**src/rtl/kpg_prefix_adder_pipe.sv**
```systemverilog
// kpg_prefix_adder_pipe: pipelined Kogge-Stone KPG adder with valid/ready stream; KPG_OVF_EN adds the ovf port
module kpg_prefix_adder_pipe #(
  parameter int WIDTH     = 32,
  parameter int REG_EVERY = 1
) (
  input  logic             clk,
  input  logic             rst_n,
  input  logic             in_valid,
  output logic             in_ready,
  input  logic [WIDTH-1:0] a,
  input  logic [WIDTH-1:0] b,
  input  logic             cin,
  output logic             out_valid,
  input  logic             out_ready,
  output logic [WIDTH-1:0] sum,
`ifdef KPG_OVF_EN
  output logic             cout,
  output logic             ovf
`else
  output logic             cout
`endif
);
  localparam int LEVELS = $clog2(WIDTH);
  localparam int NG = (LEVELS + REG_EVERY - 1) / REG_EVERY;
  localparam logic [1:0] K = 2'b00, P = 2'b01, G = 2'b10;
  typedef logic [WIDTH:0][1:0] kvec_t;
  function automatic logic [1:0] op(logic [1:0] hi, logic [1:0] lo);
    return (hi == P) ? lo : hi;
  endfunction
  function automatic kvec_t levels(kvec_t x, int lo, int hi);
    kvec_t y, t;
    y = x;
    for (int l = lo; l < hi; l++) begin
      t = y;
      for (int j = (1 << l); j <= WIDTH; j++) t[j] = op(y[j], y[j - (1 << l)]);
      y = t;
    end
    return y;
  endfunction
  kvec_t            k0, kf;
  kvec_t            k_q [NG];
  logic [WIDTH-1:0] p_q [NG];
  logic             v_q [NG];
  logic [WIDTH-1:0] c;
  logic             cout_d, en;
  assign en = !out_valid | out_ready;
  assign in_ready = en;
  // per-bit classification; entry 0 holds cin as bit -1
  always_comb begin
    k0[0] = cin ? G : K;
    for (int i = 0; i < WIDTH; i++) k0[i+1] = {a[i] & b[i], a[i] ^ b[i]};
  end
  // final group: remaining levels, carries, sum and carry out
  always_comb begin
    kf = levels(k_q[NG-1], (NG - 1) * REG_EVERY, LEVELS);
    for (int i = 0; i < WIDTH; i++) c[i] = (kf[i] == G);
    cout_d = (op(kf[WIDTH], kf[0]) == G);
  end
  // whole pipeline advances in lockstep whenever the output slot is free
  always_ff @(posedge clk or negedge rst_n) begin
    if (!rst_n) begin
      for (int g = 0; g < NG; g++) begin
        v_q[g] <= 1'b0;
        k_q[g] <= '0;
        p_q[g] <= '0;
      end
      out_valid <= 1'b0;
      sum       <= '0;
      cout      <= 1'b0;
`ifdef KPG_OVF_EN
      ovf       <= 1'b0;
`endif
    end else if (en) begin
      v_q[0] <= in_valid;
      if (in_valid) begin
        k_q[0] <= k0;
        p_q[0] <= a ^ b;
      end
      for (int g = 1; g < NG; g++) begin
        v_q[g] <= v_q[g-1];
        k_q[g] <= levels(k_q[g-1], (g - 1) * REG_EVERY, g * REG_EVERY);
        p_q[g] <= p_q[g-1];
      end
      out_valid <= v_q[NG-1];
      if (v_q[NG-1]) begin
        sum  <= p_q[NG-1] ^ c;
        cout <= cout_d;
`ifdef KPG_OVF_EN
        ovf  <= c[WIDTH-1] ^ cout_d;
`endif
      end
    end
  end
endmodule

```
**config.mk**
```make
export PLATFORM = sky130hd
export DESIGN_NAME = kpg_prefix_adder_pipe
export DESIGN_NICKNAME = d
export VERILOG_FILES = /design/src/rtl/kpg_prefix_adder_pipe.sv
export SDC_FILE = /design/constraint.sdc
export NUM_CORES = 1
export LEC_CHECK = 0
export ABC_AREA = 1
export CAP_MARGIN = 5
export CORE_AREA = 8 8 187 189
export DETAILED_ROUTE_END_ITERATION = 10
export DIE_AREA = 0 0 195 197
export PLACE_DENSITY_LB_ADDON = 0.15
export SYNTH_ARGS = -nofsm -noshare
export SYNTH_HDL_FRONTEND = slang
export SYNTH_SLANG_ARGS = --single-unit
export TNS_END_PERCENT = 100
```
**constraint.sdc**
```tcl
create_clock -name clk -period 2.9 [get_ports clk]
set_clock_uncertainty 0.2 [all_clocks]
set_input_delay 0.58 -clock clk [delete_from_list [all_inputs] [get_ports clk]]
set_output_delay 0.58 -clock clk [all_outputs]
set_load 0.02 [all_outputs]
```
==> results.ini <==
[setup_path]
critical_path_class = in -> out
max_stage_delay_ns = 0.62
worst_setup_path_start_kind = primary input
crit_chain = clkdlybuf4s50_1 -> inv_1 -> nand2_8 -> clkdlybuf4s50_1
cp_slowest_cell = clkdlybuf4s50_1
timing.critical_path.required_ns = 2.12
crit_top_cell = clkdlybuf4s50_1
critPathArrivalTime_ns = 1.99
crit_fanout = 7
critPathCaptureType = output port

[sta]
fin_tns_setup_ns = 0
finalHoldViolations = 0
maxSlewViolCount = 0
final.min_clock_period_ns = 2.77
timing.fmax_mhz = 361
relSlewSlack_pct = 59.3
tightest_slew_ns = 0.611
post-route-period-util_pct = 95.4
rsz0062_at_grt = false
setup_viol = 0

[synth]
syn_nets = 2334
syn_avg_cell_area_um2 = 9.18
synth_cell_types = 21
synth-seq-area-share_pct = 60.0
syn_area_mm2 = 0.0205
netlist_instances = 2233
yosysWarnings = 0
ys_seq_elements = 492

[global_routing]
gr-total-overflow = 0
grt_pass1_wl_um = 82500
grt_start_max_net_pins = 115
grt_pass1_vias = 15400
antenna_found_initial = 0
track_usage_pct = 26.4

[power]
vdd_drop_max_mv = 0.641
p_leak_uw = 0.0112
power_per_cell_area_mw_per_mm2 = 1120

[cells_and_area]
drive_above_1_share_pct = 4.85
seq_area_mm2 = 0.0123
multi_input_comb_area_mm2 = 0.00708
fin_cells = 2757
antennaDiodeCount = 0
area_delta_synth_final_pct = 14.8
nets = 2414
fill_cells = 2336

[die]
core_mm2 = 0.0320
rows = 66
dieArea_mm2 = 0.0384
die_h_um = 197
start_util_pct = 64.0
die_w_um = 195
num_io_pins = 104

[route]
drcViolationCount = 0
met2_length_um = 22400
wl_um = 49500
met1_length_um = 22500
routed_via_density = 5.72
antenna_left = 0
num_vias = 15800
drt_iter0_drc = 1591
highest_layer = met4
first_pass_iters = 5
dr_wl_met3_um = 2890
wl_per_cell_um = 17.9

[clocking]
cts_tree = done
cts_buffers = 49
clockBufferDepth = 3
root_buffer = clkbuf_16
htreeDepth = 2
clk_latency_ns = 0.56
clkSinkCount = 492
cts_resized = 0
clkSlewWorstSetupHoldPaths_ns = 0.05

[placed_design]
dp_hpwl_um = 34200
port_buffers = 103
dp_cells = 2669
routabilityCongestion = 0.883

[hold_path]
holdCritPathClass = reg -> reg

[flow_run]
maxCapViolations = 0

[outcome]
outcome = complete, no violations

through the flow:
step	power, uW	hold WS (ns)	area (um2)	worst slack [ns]	util (%)
floorplan	16900	0.0844	20500	0.937	-
global placement	19600	0.253	21900	0.135	68.3
detailed placement	20000	0.258	21900	0.130	68.3
CTS	26500	0.273	23500	0.130	73.4
global route	28200	0.280	23500	0.0862	73.4
finish	26500	0.268	23500	0.133	73.4
final cells by class:
class                      count  share of cell area [%]
timing repair buffer         138                    6.49
inverter                     125                    1.99
clock inverter                15                   0.819
sequential                   492                    52.3
clock buffer                  72                    6.14
tap                          408                    2.17
multi-input combinational   1507                    30.1
flip-flops by register name (all words and copies together) (netlist names):
signal     cells
k_q          325
p_q          128
sum           32
v_q            5
cout           1
out_valid      1
worst paths after layout:
path / from / end / slack, ns / cells after the start
min in group asynchronous: rst_n / p_q[57] / 0.41 / 2
max in group asynchronous: rst_n / k_q[315] / 1.34 / 3
worst max-delay path: out_ready / in_ready / 0.13 / 4
worst max register to register: out_valid / k_q[227] / 1.00 / 5
worst min register to register: p_q[53] / p_q[53] / 0.27 / 2
worst min-delay path: p_q[53] / p_q[53] / 0.27 / 2
placed cells by master, fill, tap and decap left out, types with 2 or more instances in the layout:
cell type        count
ha_1                32
clkdlybuf4s50_1    102
o21ai_0            323
clkinvlp_4           4
inv_1              124
nand3_1             73
bufinv_16            4
inv_6                2
dfrtp_1            492
a21oi_1            109
clkbuf_8             9
clkinv_2             5
clkbuf_16           51
a21o_1              15
o211ai_1            80
nor2_1              81
nand2_1            763
o21ai_1              5
buf_4               16
buf_12              18
o221ai_1             7
xor2_1              15
clkbuf_1            12
critical path: cells and delay by family:
kind | cells | cell delay (ns)
and+or+nand+nor | 1 | 0.12
buffers and inverters | 3 | 1.28
power by group:
group,internal (uW),total (uW),switching [uW]
clock network,3810,6390,2580
registers,9910,12600,2730
logic,2810,7430,4620
total,16500,26500,9930
cell families (layout without fill, tap and decap cells):
family	count (synthesis)	after routing	synth area share, %
simple gates	920	920	17.3
flops	492	492	60.0
xor+xnor	16	16	0.683
fa+ha+maj	32	32	1.95
compound gates	539	539	14.4
buf+inv	234	350	5.57
Yosys cell counts:
cell type	count	area share, %
buf_1	2	0.037
nand3_1	73	1.8
ha_1	32	2.0
nor2_1	82	1.5
nand2_2	2	0.061
inv_2	1	0.018
dfrtp_1	492	60
clkbuf_1	28	0.51
nand2_1	763	14
a21oi_1	109	2.7
a21o_1	15	0.55
buf_4	23	0.84
o211ai_1	80	2.9
xnor2_1	1	0.043
inv_1	124	2.3
o21ai_1	5	0.12
o21ai_0	323	7.9
xor2_1	15	0.64
buf_6	17	0.93
o221ai_1	7	0.30
buf_2	39	0.95
per-layer routing:
| layer | track usage [%] | vias up |
|---|---|---|
| met2 | 40.0 | 528 |
| met5 | 0 | - |
| li1 | - | 7512 |
| met3 | 3.62 | 96 |
| met4 | 9.24 | 0 |
| met1 | 38.9 | 7621 |
repair_timing:
item,CTS,global route
hold buffers,1,0
hold endpoints to repair,57,0
buffers inserted,0,0
Power figures use the tool's default switching activity.
